===== config.mk =====
export PLATFORM = sky130hd
export DESIGN_NAME = crc_check_param_flat
export DESIGN_NICKNAME = d
export VERILOG_FILES = /design/src/rtl/crc_check_param_if.sv /design/src/rtl/crc_check_param.sv /design/src/flat_wrapper.sv
export SDC_FILE = /design/constraint.sdc
export NUM_CORES = 1
export LEC_CHECK = 0
export CORE_AREA = 5 5 78 80
export CTS_BUF_LIST = sky130_fd_sc_hd__clkbuf_2 sky130_fd_sc_hd__clkbuf_4 sky130_fd_sc_hd__clkbuf_8
export DETAILED_ROUTE_END_ITERATION = 10
export DIE_AREA = 0 0 83 85
export GPL_ROUTABILITY_DRIVEN = 0
export HOLD_SLACK_MARGIN = 0.15
export PLACE_DENSITY_LB_ADDON = 0.05
export SLEW_MARGIN = 20
export SYNTH_ARGS = -nofsm -noshare
export SYNTH_HDL_FRONTEND = slang
export SYNTH_SLANG_ARGS = --single-unit

===== constraint.sdc =====
create_clock -name clk -period 4.05 [get_ports clk]
set_clock_uncertainty 0.05 [all_clocks]
set_input_delay 0.6075 -clock clk [delete_from_list [all_inputs] [get_ports clk]]
set_output_delay 0.6075 -clock clk [all_outputs]
set_load 0.02 [all_outputs]

===== src/rtl/crc_check_param_if.sv =====
// Rx-side CRC checker bus: per-bit strobes in from the unstuffer, CRC state and verdict out.
interface crc_check_param_if #(
  parameter int CRC_WIDTH = 16,
  parameter int CNT_W     = 11
);
  logic                 start;
  logic                 shift_enable;
  logic                 serial_in;
  logic                 shift_stop;
  logic                 eop;
  logic                 abort;
  logic [CRC_WIDTH-1:0] crc_value;
  logic                 busy;
  logic                 result_valid;
  logic                 crc_ok;
  logic [CNT_W-1:0]     bit_count;
  logic [7:0]           err_count;

  modport master (
    output start, shift_enable, serial_in, shift_stop, eop, abort,
    input  crc_value, busy, result_valid, crc_ok, bit_count, err_count
  );

  modport slave (
    input  start, shift_enable, serial_in, shift_stop, eop, abort,
    output crc_value, busy, result_valid, crc_ok, bit_count, err_count
  );
endinterface


===== src/rtl/crc_check_param.sv =====
// Parametrised serial CRC checker: one packet FSM (IDLE/ACCUM/REPORT) that shifts
// unstuffed bits through a CRC register and emits a one-cycle verdict after EOP.
module crc_check_param #(
  parameter int                   CRC_WIDTH = 16,
  parameter logic [CRC_WIDTH-1:0] POLY      = 16'h8005,
  parameter logic [CRC_WIDTH-1:0] INIT      = '1,
  parameter logic [CRC_WIDTH-1:0] RESIDUE   = 16'h800D,
  parameter int                   MIN_BITS  = 16,
  parameter int                   CNT_W     = 11
) (
  input  logic                 clk,
  input  logic                 sync_rst,
  crc_check_param_if.slave     bus
);

  typedef enum logic [1:0] {IDLE, ACCUM, REPORT} state_t;

  localparam logic [CNT_W-1:0] MIN_CNT = CNT_W'(MIN_BITS);

  state_t               state;
  logic [CRC_WIDTH-1:0] crc;
  logic [CNT_W-1:0]     bit_cnt;
  logic [7:0]           err_cnt;
  logic                 busy;
  logic                 result_valid;
  logic                 crc_ok;

  logic [CRC_WIDTH-1:0] crc_shifted;
  logic [CNT_W-1:0]     cnt_inc;
  logic                 verdict;

  // NOTE: every always_comb output is assigned unconditionally, so no latch can form.
  always_comb begin
    crc_shifted = {crc[CRC_WIDTH-2:0], bus.serial_in} ^ (crc[CRC_WIDTH-1] ? POLY : '0);
    cnt_inc     = (&bit_cnt) ? bit_cnt : bit_cnt + 1'b1;
    verdict     = (crc == RESIDUE) && (bit_cnt >= MIN_CNT);
  end

  // NOTE: state registers use non-blocking assignments so all of them update from pre-edge values.
  always_ff @(posedge clk) begin
    if (sync_rst) begin
      state        <= IDLE;
      crc          <= INIT;
      bit_cnt      <= '0;
      err_cnt      <= '0;
      busy         <= 1'b0;
      result_valid <= 1'b0;
      crc_ok       <= 1'b0;
    end else begin
      result_valid <= 1'b0;
      crc_ok       <= 1'b0;
      unique case (state)
        IDLE: begin
          if (bus.start) begin
            state   <= ACCUM;
            busy    <= 1'b1;
            crc     <= INIT;
            bit_cnt <= '0;
          end
        end
        ACCUM: begin
          if (bus.abort) begin
            state <= IDLE;
            busy  <= 1'b0;
          end else if (bus.start) begin
            crc     <= INIT;
            bit_cnt <= '0;
          end else if (bus.eop) begin
            // The register already holds the final remainder; the EOP-cycle strobe is dropped.
            state        <= REPORT;
            busy         <= 1'b0;
            result_valid <= 1'b1;
            crc_ok       <= verdict;
            if (!verdict && err_cnt != 8'hFF) err_cnt <= err_cnt + 8'd1;
          end else if (bus.shift_enable && !bus.shift_stop) begin
            crc     <= crc_shifted;
            bit_cnt <= cnt_inc;
          end
        end
        REPORT: begin
          if (bus.start) begin
            state   <= ACCUM;
            busy    <= 1'b1;
            crc     <= INIT;
            bit_cnt <= '0;
          end else begin
            state <= IDLE;
          end
        end
        default: state <= IDLE;
      endcase
    end
  end

  assign bus.crc_value    = crc;
  assign bus.busy         = busy;
  assign bus.result_valid = result_valid;
  assign bus.crc_ok       = crc_ok;
  assign bus.bit_count    = bit_cnt;
  assign bus.err_count    = err_cnt;

endmodule


===== src/flat_wrapper.sv =====
// flat-port wrapper written by rule: the top's interface ports become plain ports
module crc_check_param_flat 
#(
  parameter int                   CRC_WIDTH = 16,
  parameter logic [CRC_WIDTH-1:0] POLY      = 16'h8005,
  parameter logic [CRC_WIDTH-1:0] INIT      = '1,
  parameter logic [CRC_WIDTH-1:0] RESIDUE   = 16'h800D,
  parameter int                   MIN_BITS  = 16,
  parameter int                   CNT_W     = 11
)
  (clk, sync_rst, bus_start, bus_shift_enable, bus_serial_in, bus_shift_stop, bus_eop, bus_abort, bus_crc_value, bus_busy, bus_result_valid, bus_crc_ok, bus_bit_count, bus_err_count);
  crc_check_param_if #(.CRC_WIDTH(CRC_WIDTH), .CNT_W(CNT_W)) bus_i ();
  input  logic clk;
  input  logic sync_rst;
  input wire logic [$bits(bus_i.start)-1:0] bus_start;
  input wire logic [$bits(bus_i.shift_enable)-1:0] bus_shift_enable;
  input wire logic [$bits(bus_i.serial_in)-1:0] bus_serial_in;
  input wire logic [$bits(bus_i.shift_stop)-1:0] bus_shift_stop;
  input wire logic [$bits(bus_i.eop)-1:0] bus_eop;
  input wire logic [$bits(bus_i.abort)-1:0] bus_abort;
  output wire logic [$bits(bus_i.crc_value)-1:0] bus_crc_value;
  output wire logic [$bits(bus_i.busy)-1:0] bus_busy;
  output wire logic [$bits(bus_i.result_valid)-1:0] bus_result_valid;
  output wire logic [$bits(bus_i.crc_ok)-1:0] bus_crc_ok;
  output wire logic [$bits(bus_i.bit_count)-1:0] bus_bit_count;
  output wire logic [$bits(bus_i.err_count)-1:0] bus_err_count;
  assign bus_i.start = bus_start;
  assign bus_i.shift_enable = bus_shift_enable;
  assign bus_i.serial_in = bus_serial_in;
  assign bus_i.shift_stop = bus_shift_stop;
  assign bus_i.eop = bus_eop;
  assign bus_i.abort = bus_abort;
  assign bus_crc_value = bus_i.crc_value;
  assign bus_busy = bus_i.busy;
  assign bus_result_valid = bus_i.result_valid;
  assign bus_crc_ok = bus_i.crc_ok;
  assign bus_bit_count = bus_i.bit_count;
  assign bus_err_count = bus_i.err_count;
  crc_check_param #(.CRC_WIDTH(CRC_WIDTH), .POLY(POLY), .INIT(INIT), .RESIDUE(RESIDUE), .MIN_BITS(MIN_BITS), .CNT_W(CNT_W)) u_core (.clk(clk), .sync_rst(sync_rst), .bus(bus_i));
endmodule

==> flow_metrics.py, run 1 <==
metrics = {
    "cts": {
        "cts_tree": "done",
        "clock_path_buffers": 2,
        "clock_sinks": 40,
        "cts_hold_buf": 0,
        "cts_buffers": 5,
        "postCtsResizedCells": 0,
        "path_clk_slew_ns": 0.08,
        "htree_levels": 2,
        "postCtsSetupRepairBufs": 0,
        "insertion_delay_ns": 0.29,
        "root_buffer": "clkbuf_8",
    },
    "final_layout": {
        "area_growth_syn_to_layout_pct": 30.3,
        "nNetsFinal": 278,
        "layout-drive-gt1-share_pct": 6.77,
        "diodes": 0,
        "final_util_pct": 46.9,
        "layout.cells.non_filler": 338,
    },
    "logic_synthesis": {
        "synth_cells": 224,
        "synth_top_family_by_area": "simple AND/OR/NAND/NOR gates",
        "ys_top_cells_by_area": "dfxtp_1 (42%), nor3_1 (5.5%), nor2_1 (4.1%)",
        "synthAdderAreaFrac_pct": 2.61,
        "async_reset_ff_share_pct": 0,
        "synth_seq_cells": 40,
        "syn_area_per_cell_sq_um": 8.57,
        "synth_top_area_share_pct": 41.7,
        "ys_seq_area_share_pct": 41.7,
        "yosysTopAreaCell": "dfxtp_1",
        "synth_warnings": 0,
        "synthesis.area_sq_um": 1920,
        "synth_cell_types": 45,
        "synth_edf_count": 0,
        "synthSimpleGateAreaFrac_pct": 32.1,
        "syn-num-nets": 236,
        "synth_xor_xnor_area_share_pct": 1.82,
        "synth_compound_area_share_pct": 16.5,
        "synth.area.mux_share_pct": 0.521,
        "ys.flop_type": "dfxtp_1",
    },
    "setup_path": {
        "cp.depth": 6,
        "crit_end": "u_core.bus.bit_count[2]",
        "required_ns": 4.18,
        "r2r_setup_slack_ns": 1.73,
        "worstPathMaxFanout": 19,
        "critical-path-top-delay-family": "compound AO/OA/AOI/OAI gates",
        "crit_buf_inv": 1,
        "critPathCaptureType": "flop",
        "r2r_end": "u_core.bus.bit_count[7]",
        "critical-path-max-stage-delay_ns": 0.61,
        "ff2ff_path_depth": 6,
        "worstPathArrival_ns": 2.76,
        "worstSetupPathType": "input port to flop",
        "r2r-start": "u_core.bus.bit_count[1]",
        "cp_cell_sequence": "clkdlybuf4s50_1 > and2b_4 > o31ai_1 > o21a_1 > o211ai_1 > a32o_1",
        "cp_slowest_cell": "o21a_1",
        "start_kind": "input port",
        "startpoint": "bus_start",
    },
    "floorplan": {
        "dieArea_sq_um": 7060,
        "start_util_pct": 36.0,
        "core_sq_um": 5340,
        "die_h_microns": 85,
        "die_w_microns": 83,
        "core.rowCount": 27,
        "io_pins": 46,
    },
    "timing": {
        "slew_headroom_pct": 47.7,
        "layout_setup_ws_ns": 1.42,
        "max_freq_mhz": 380,
        "setup_viol": 0,
        "setup-tns-final_ns": 0,
        "finalCritPeriodShare_pct": 65.0,
        "rsz0062_at_grt": "false",
        "tightest_slew_ns": 0.785,
        "hold_viol_final": 0,
        "period_minus_slack_ns": 2.63,
        "maxSlewViolCount": 0,
    },
    "placement": {
        "io_buffers": 45,
        "dp.cells": 331,
        "place_ws_ns": 1.11,
        "hpwl_microns": 3400,
    },
    "routing": {
        "drc": 0,
        "wirelength_microns": 4940,
        "dr.first_iter.drc_count": 49,
        "dr.pass1.iters": 4,
        "wire_per_inst_microns": 14.6,
        "viasPerCell": 5.30,
        "ant_nets": 0,
        "vias": 1791,
    },
    "min_path": {
        "min_path_type": "flop to flop",
        "hold_depth": 2,
        "hp-start": "u_core.bus.busy",
    },
    "pwr": {
        "power_frac_seq_pct": 53.3,
        "total_power_w": 0.000749,
        "clkPwrFrac_pct": 38.4,
        "p_sw_share_pct": 23.8,
        "internal_power_w": 0.000571,
        "pwr-share-comb_pct": 8.3,
        "power_density_nw_per_um2": 299,
        "ir_worst_vdd_mv": 0.133,
        "p_leak_nw": 0.858,
        "p_sw_w": 0.000178,
    },
    "global_routing": {
        "grt_pass1_wl_microns": 8280,
        "overflow": 0,
        "grt_max_degree": 28,
        "grt_usage_pct": 14.0,
        "grt_pass1_vias": 1686,
        "antenna_found_initial": 0,
    },
    "outcome": {
        "outcome": "finished clean",
    },
    "run": {
        "cap_violations": 0,
    },
}
-- power by group through the flow --
stage | registers (W) | clock network (W) | logic [W]
after floorplan | 0.000410 | 0 | 0.0000384
after global placement | 0.000409 | 0 | 0.0000624
after detailed placement | 0.000409 | 0 | 0.0000625
after CTS | 0.000399 | 0.000297 | 0.0000627
after global routing | 0.000400 | 0.000314 | 0.0000687
final | 0.000399 | 0.000288 | 0.0000625
-- synthesized netlist by cell type (2+ instances only) --
library cell  number
nand3_1           13
nor3b_1            3
ha_1               4
nand4_1            7
a21oi_1           10
dfxtp_1           40
and4_1             2
and3_1             4
nor3_1            21
and2_1             3
buf_2              4
a32o_1             7
nor2_1            21
nor4_1             3
inv_1              3
o21ai_0           12
nand2b_1           2
nand2_1           10
clkbuf_1           6
nor4b_1            2
or3_1              6
o21ai_1           15
clkbuf_8           2
xor2_1             3
-- through the flow --
stage          area, sq um  hold WS (ns)
6_report              2500         0.431
5_1_grt               2500         0.472
4_1_cts               2500         0.438
3_5_place_dp          2410         0.423
3_3_place_gp          2410         0.422
2_1_floorplan         1920         0.501
-- cell type report --
cell class / count / area, sq um
tap: 72 / 90.1
timing repair buffer: 48 / 473
clock buffer: 7 / 96.3
multi-input combinational: 167 / 1030
sequential: 40 / 801
fill: 587 / 2840
inverter: 4 / 15.0
-- how the worst min path moves through the flow --
stage                 endpoint
6_report       u_core.bus.busy
5_1_grt        u_core.bus.busy
4_1_cts        u_core.bus.busy
3_5_place_dp   u_core.bus.busy
3_3_place_gp   u_core.bus.busy
2_1_floorplan  u_core.bus.busy
-- logic make-up (layout without fill, tap and decap cells) --
kind of cell	count (synthesis)	after routing
mux	1	1
fa+ha+maj	4	4
xor+xnor	4	4
buf+inv	17	59
flops	40	40
compound gates	51	51
simple gates	107	107
-- layer usage --
metal | global-route usage [%] | share of wire (%) | vias to the layer above | wire (microns)
met3 | 4.08 | 4.0 | 2 | 197
met2 | 22.8 | 47 | 29 | 2320
li1 | - | - | 908 | -
met5 | 0 | 0 | - | 0
met1 | 18.3 | 49 | 852 | 2400
met4 | 3.57 | 0.51 | 0 | 25
-- worst reg2reg max path, stage by stage (launching register included) --
cell	delay, ns
dfxtp_1	0.42
ha_1	0.24
and4_1	0.30
nand3_1	0.11
nor4b_1	0.60
nor3_2	0.21
a32o_2	0.29
-- state kept, by name, summed over array words and instances (netlist names) --
name                     cells
u_core.bus.crc_value        16
u_core.bus.crc_ok            1
u_core.state                 2
u_core.bus.bit_count        11
u_core.bus.err_count         8
u_core.bus.busy              1
u_core.bus.result_valid      1
-- placed cells by master, fill, tap and decap left out, drive strengths merged, types with 2 or more instances in the layout --
cell,instances
ha,4
dfxtp,40
nand2,10
inv,3
nand4,7
clkbuf,7
clkdlybuf4s50,45
xor2,3
and2,3
a32o,8
nor2,21
nor4,4
and4,3
o211ai,2
a21oi,10
buf,3
nor3,22
or3,6
nor3b,4
and3,4
nor4b,2
nand2b,2
o21ai,27
nand3,13
No activity file was read; power rests on OpenSTA's default activity.
==> run 2: changes to the inputs <==
==> constraint.sdc (replaced) <==
create_clock -name clk -period 2.3 [get_ports clk]
set_clock_uncertainty 0.05 [all_clocks]
set_input_delay 0.345 -clock clk [delete_from_list [all_inputs] [get_ports clk]]
set_output_delay 0.345 -clock clk [all_outputs]
set_load 0.02 [all_outputs]
==> flow_metrics.py, run 2 (synthesis results as in run 1) <==
metrics = {
    "pwr": {
        "p_leak_nw": 0.947,
        "power_density_nw_per_um2": 534,
        "p_sw_w": 0.000327,
        "clkPwrFrac_pct": 41.2,
        "p_sw_share_pct": 23.1,
        "internal_power_w": 0.00109,
        "power_frac_seq_pct": 49.6,
        "pwr-share-comb_pct": 9.2,
        "ir_worst_vdd_mv": 0.361,
    },
    "final_layout": {
        "layout.cells.non_filler": 353,
        "nNetsFinal": 292,
        "mostFrequentLayoutCell": "clkdlybuf4s50_1",
        "area_growth_syn_to_layout_pct": 37.9,
        "diodes": 0,
        "largest_register_ffs": 16,
        "mostFrequentLayoutCells": "clkdlybuf4s50_1 (45), dfxtp_1 (40), nor2_1 (21), nor3_1 (21)",
        "layout-drive-gt1-share_pct": 11.7,
    },
    "floorplan": {
        "core.rowCount": 27,
        "die_h_microns": 85,
        "dieArea_sq_um": 7060,
        "die_w_microns": 83,
        "io_pins": 46,
        "start_util_pct": 36.0,
        "core_sq_um": 5340,
    },
    "global_routing": {
        "grt_pass1_wl_microns": 8690,
        "antenna_found_initial": 0,
        "grt_pass1_vias": 1793,
        "grt_usage_pct": 14.8,
        "grt_max_degree": 29,
        "overflow": 0,
    },
    "setup_path": {
        "worstPathMaxFanout": 10,
        "r2r-start": "u_core.bus.bit_count[0]",
        "critPathCaptureType": "flop",
        "required_ns": 2.48,
        "start_kind": "flop",
        "worstSetupPathType": "flop to flop",
        "worstPathArrival_ns": 2.32,
        "startpoint": "u_core.bus.bit_count[0]",
    },
    "timing": {
        "hold-worst-slack_ns": 0.444,
        "rsz0062_at_grt": "false",
        "setup-tns-final_ns": 0,
        "finalCritPeriodShare_pct": 93.0,
        "layout_setup_ws_ns": 0.160,
        "maxSlewViolCount": 0,
        "hold_viol_final": 0,
        "max_freq_mhz": 467,
        "period_minus_slack_ns": 2.14,
        "slew_headroom_pct": 74.0,
        "setup_viol": 0,
        "tightest_slew_ns": 0.387,
    },
    "routing": {
        "drc": 0,
        "dr.pass1.iters": 4,
        "dr.first_iter.drc_count": 73,
        "viasPerCell": 5.25,
        "ant_nets": 0,
        "wirelength_microns": 5170,
        "wire_per_inst_microns": 14.6,
        "vias": 1854,
    },
    "cts": {
        "postCtsResizedCells": 0,
        "clock_sinks": 40,
        "insertion_delay_ns": 0.29,
        "path_clk_slew_ns": 0.07,
        "clock_path_buffers": 2,
        "cts_buffers": 5,
        "postCtsSetupRepairBufs": 0,
        "htree_levels": 2,
        "root_buffer": "clkbuf_8",
        "cts_hold_buf": 0,
        "cts_tree": "done",
    },
    "outcome": {
        "outcome": "finished clean",
    },
    "placement": {
        "place_ws_ns": 0.0929,
        "hpwl_microns": 3630,
        "io_buffers": 45,
        "dp.cells": 345,
    },
    "run": {
        "cap_violations": 0,
    },
    "min_path": {
        "min_path_type": "flop to flop",
        "hp-start": "u_core.bus.busy",
    },
}
## run 2: cell type report
class | instances | area (sq um)
timing repair buffer | 62 | 603
multi-input combinational | 167 | 1030
clock buffer | 6 | 76.3
tap | 72 | 90.1
sequential | 40 | 801
fill | 552 | 2690
clock inverter | 2 | 35.0
inverter | 4 | 15.0
## run 2: routing by layer
layer | global-route usage [%] | vias to the layer above | share of wire, %
met4 | 4.75 | 0 | 1.1
met2 | 24.2 | 34 | 47
met3 | 3.59 | 4 | 3.6
met1 | 19.1 | 877 | 48
li1 | - | 939 | -
met5 | 0 | - | 0
## run 2: worst paths after layout
path | slack (ns) | depth (start not counted) | to
max reg2reg | 0.16 | 6 | u_core.bus.bit_count[2]
max | 0.16 | 6 | u_core.bus.bit_count[2]
min reg2reg | 0.44 | 2 | u_core.bus.busy
min | 0.44 | 2 | u_core.bus.busy
## run 2: worst max-delay path: stages (launching register included)
cell,delay (ns)
dfxtp_1,0.34
ha_1,0.21
and4_1,0.29
nand3_1,0.12
or4b_1,0.73
o211ai_1,0.18
a32o_1,0.17
## run 2: metrics by stage
| stage | utilization (%) | total power [W] | area, sq um |
|---|---|---|---|
| finish | 49.6 | 0.00141 | 2650 |
| global route | 49.6 | 0.00147 | 2650 |
| CTS | 49.6 | 0.00143 | 2650 |
| detailed placement | 47.5 | 0.000849 | 2540 |
| global placement | 47.5 | 0.000849 | 2540 |
| floorplan | - | 0.000790 | 1920 |
## run 2: power by group through the flow
stage / clock (W) / combinational [W] / sequential, W
finish: 0.000583 / 0.000130 / 0.000702
global route: 0.000630 / 0.000142 / 0.000703
CTS: 0.000599 / 0.000131 / 0.000702
detailed placement: 0 / 0.000131 / 0.000718
global placement: 0 / 0.000131 / 0.000718
floorplan: 0 / 0.0000677 / 0.000723
==> run 3: changes to the inputs <==
--- a/config.mk
+++ b/config.mk
@@ -5,10 +5,11 @@
 export SDC_FILE = /design/constraint.sdc
 export NUM_CORES = 1
 export LEC_CHECK = 0
-export CORE_AREA = 5 5 78 80
+export ABC_AREA = 1
+export CORE_AREA = 5 5 80 82
 export CTS_BUF_LIST = sky130_fd_sc_hd__clkbuf_2 sky130_fd_sc_hd__clkbuf_4 sky130_fd_sc_hd__clkbuf_8
 export DETAILED_ROUTE_END_ITERATION = 10
-export DIE_AREA = 0 0 83 85
+export DIE_AREA = 0 0 85 87
 export GPL_ROUTABILITY_DRIVEN = 0
 export HOLD_SLACK_MARGIN = 0.15
 export PLACE_DENSITY_LB_ADDON = 0.05
==> flow_metrics.py, run 3 <==
metrics = {
    "outcome": {
        "outcome": "finished clean",
    },
    "logic_synthesis": {
        "synth_seq_cells": 40,
        "synthTopCellsByCount": "nand2_1 (59), dfxtp_1 (40), nand3_1 (40), inv_1 (37), nor2_1 (30)",
        "synth_most_common_cell": "nand2_1",
        "synth_edf_count": 0,
        "ys_seq_area_share_pct": 39.0,
        "yosysTopAreaCell": "dfxtp_1",
        "syn_area_per_cell_sq_um": 6.95,
        "synth_warnings": 0,
        "async_reset_ff_share_pct": 0,
        "ys.flop_type": "dfxtp_1",
        "synth_top_area_share_pct": 39.0,
        "synthesis.area_sq_um": 2060,
        "syn-num-nets": 308,
        "synth_cells": 296,
        "synth_cell_types": 29,
        "ys_top_cells_by_area": "dfxtp_1 (39%), nand2_1 (11%), nand3_1 (9.7%)",
    },
    "global_routing": {
        "grt_pass1_wl_microns": 8820,
        "overflow": 0,
        "antenna_found_initial": 0,
        "grt_pass1_vias": 1900,
        "grt_max_degree": 30,
        "grt_usage_pct": 14.8,
    },
    "cts": {
        "postCtsSetupRepairBufs": 0,
        "root_buffer": "clkbuf_8",
        "htree_levels": 2,
        "path_clk_slew_ns": 0.08,
        "insertion_delay_ns": 0.29,
        "postCtsResizedCells": 0,
        "clock_sinks": 40,
        "cts_hold_buf": 0,
        "cts_buffers": 5,
        "cts_tree": "done",
        "clock_path_buffers": 2,
    },
    "setup_path": {
        "cp_slowest_cell": "clkdlybuf4s50_1",
        "worstPathArrival_ns": 1.41,
        "start_kind": "flop",
        "crit_buf_inv": 1,
        "required_ns": 1.90,
        "ff2ff_path_depth": 9,
        "critical-path-max-stage-delay_ns": 0.65,
        "worstPathMaxFanout": 6,
        "r2r-start": "u_core.bus.err_count[0]",
        "r2r_setup_slack_ns": 0.52,
        "cp_cell_sequence": "clkdlybuf4s50_1",
        "worstSetupPathType": "flop to output pin",
        "critical-path-top-delay-family": "buffers and inverters",
        "r2r_end": "u_core.bus.err_count[6]",
        "critPathCaptureType": "output pin",
    },
    "routing": {
        "drc": 0,
        "wire_per_inst_microns": 12.4,
        "dr.first_iter.drc_count": 47,
        "wirelength_microns": 5250,
        "dr.pass1.iters": 4,
        "vias": 2029,
        "ant_nets": 0,
        "viasPerCell": 4.80,
    },
    "floorplan": {
        "core_sq_um": 5680,
        "die_w_microns": 85,
        "start_util_pct": 36.2,
        "die_h_microns": 87,
        "core.rowCount": 28,
        "io_pins": 46,
        "dieArea_sq_um": 7400,
    },
    "final_layout": {
        "mostFrequentLayoutCell": "nand2_1",
        "largest_register_ffs": 16,
        "mostFrequentLayoutCells": "nand2_1 (59), clkdlybuf4s50_1 (45), nand3_1 (40), dfxtp_1 (40), inv_1 (37)",
        "area_growth_syn_to_layout_pct": 33.0,
        "diodes": 0,
        "nNetsFinal": 359,
        "layout-drive-gt1-share_pct": 8.05,
    },
    "min_path": {
        "hp-start": "u_core.bus.err_count[1]",
        "min_path_type": "flop to flop",
        "hold_depth": 2,
        "min_to": "u_core.bus.err_count[1]",
    },
    "timing": {
        "hold_viol_final": 0,
        "period_minus_slack_ns": 1.80,
        "rsz0062_at_grt": "false",
        "setup-tns-final_ns": 0,
        "max_freq_mhz": 555,
        "tightest_slew_ns": 0.552,
        "hold-worst-slack_ns": 0.456,
        "finalCritPeriodShare_pct": 78.3,
        "slew_headroom_pct": 63.0,
        "maxSlewViolCount": 0,
        "setup_viol": 0,
    },
    "placement": {
        "hpwl_microns": 3800,
        "io_buffers": 45,
    },
    "pwr": {
        "ir_worst_vdd_mv": 0.245,
        "p_leak_nw": 1.17,
        "power_density_nw_per_um2": 588,
    },
    "run": {
        "cap_violations": 0,
    },
}
-- run 3: routing by layer --
metal / global-route usage, % / share of wire, % / routed length (microns)
met1: 18.4 / 48 / 2510
met2: 25.1 / 47 / 2460
met3: 3.50 / 3.5 / 186
met4: 5.32 / 1.8 / 92
met5: 0 / 0 / 0
-- run 3: worst max-delay path by stage --
| stage | startpoint | end | slack, ns | cells past startpoint |
|---|---|---|---|---|
| after floorplan | u_core.bus.bit_count[1] | u_core.bus.bit_count[1] | 0.57 | 7 |
| final | u_core.bus.bit_count[4] | bus_bit_count[4] | 0.50 | 1 |
| after CTS | u_core.bus.crc_value[15] | bus_crc_value[15] | 0.47 | 1 |
| after global placement | bus_start | u_core.bus.bit_count[10] | 0.22 | 9 |
| after detailed placement | bus_start | u_core.bus.bit_count[10] | 0.18 | 9 |
| after global routing | u_core.bus.err_count[0] | u_core.bus.err_count[4] | 0.20 | 9 |
-- run 3: layout make-up --
cell class,instances,area (sq um)
fill,588,2940
inverter,41,156
tap,75,93.8
sequential,40,801
multi-input combinational,205,1040
clock buffer,6,76.3
timing repair buffer,54,531
clock inverter,2,35.0
-- run 3: kinds of logic after synthesis --
group | count (synthesis) | synth area share (%)
adder cells (fa/ha/maj) | 4 | 2.43
flip-flops | 40 | 39.0
AO/OA/AOI/OAI | 53 | 15.1
buffers and inverters | 51 | 10.3
AND/OR/NAND/NOR | 142 | 30.6
XOR/XNOR | 6 | 2.56
-- run 3: where the power goes --
part / internal [W] / switching (W) / leakage, nW
logic: 0.000114 / 0.000151 / 0.783
registers: 0.000723 / 0.0000297 / 0.327
clock network: 0.000334 / 0.000256 / 0.0586
-- run 3: per-stage QoR --
stage          power, W  instance area [sq um]  instances  worst slack (ns)  utilization (%)
2_1_floorplan  0.000923                   2060        296             0.574                -
3_3_place_gp    0.00104                   2620        415             0.218             46.2
3_5_place_dp    0.00104                   2620        415             0.176             46.2
4_1_cts         0.00163                   2740        423             0.469             48.2
5_1_grt         0.00168                   2740        423             0.199             48.2
6_report        0.00161                   2740        423             0.499             48.2
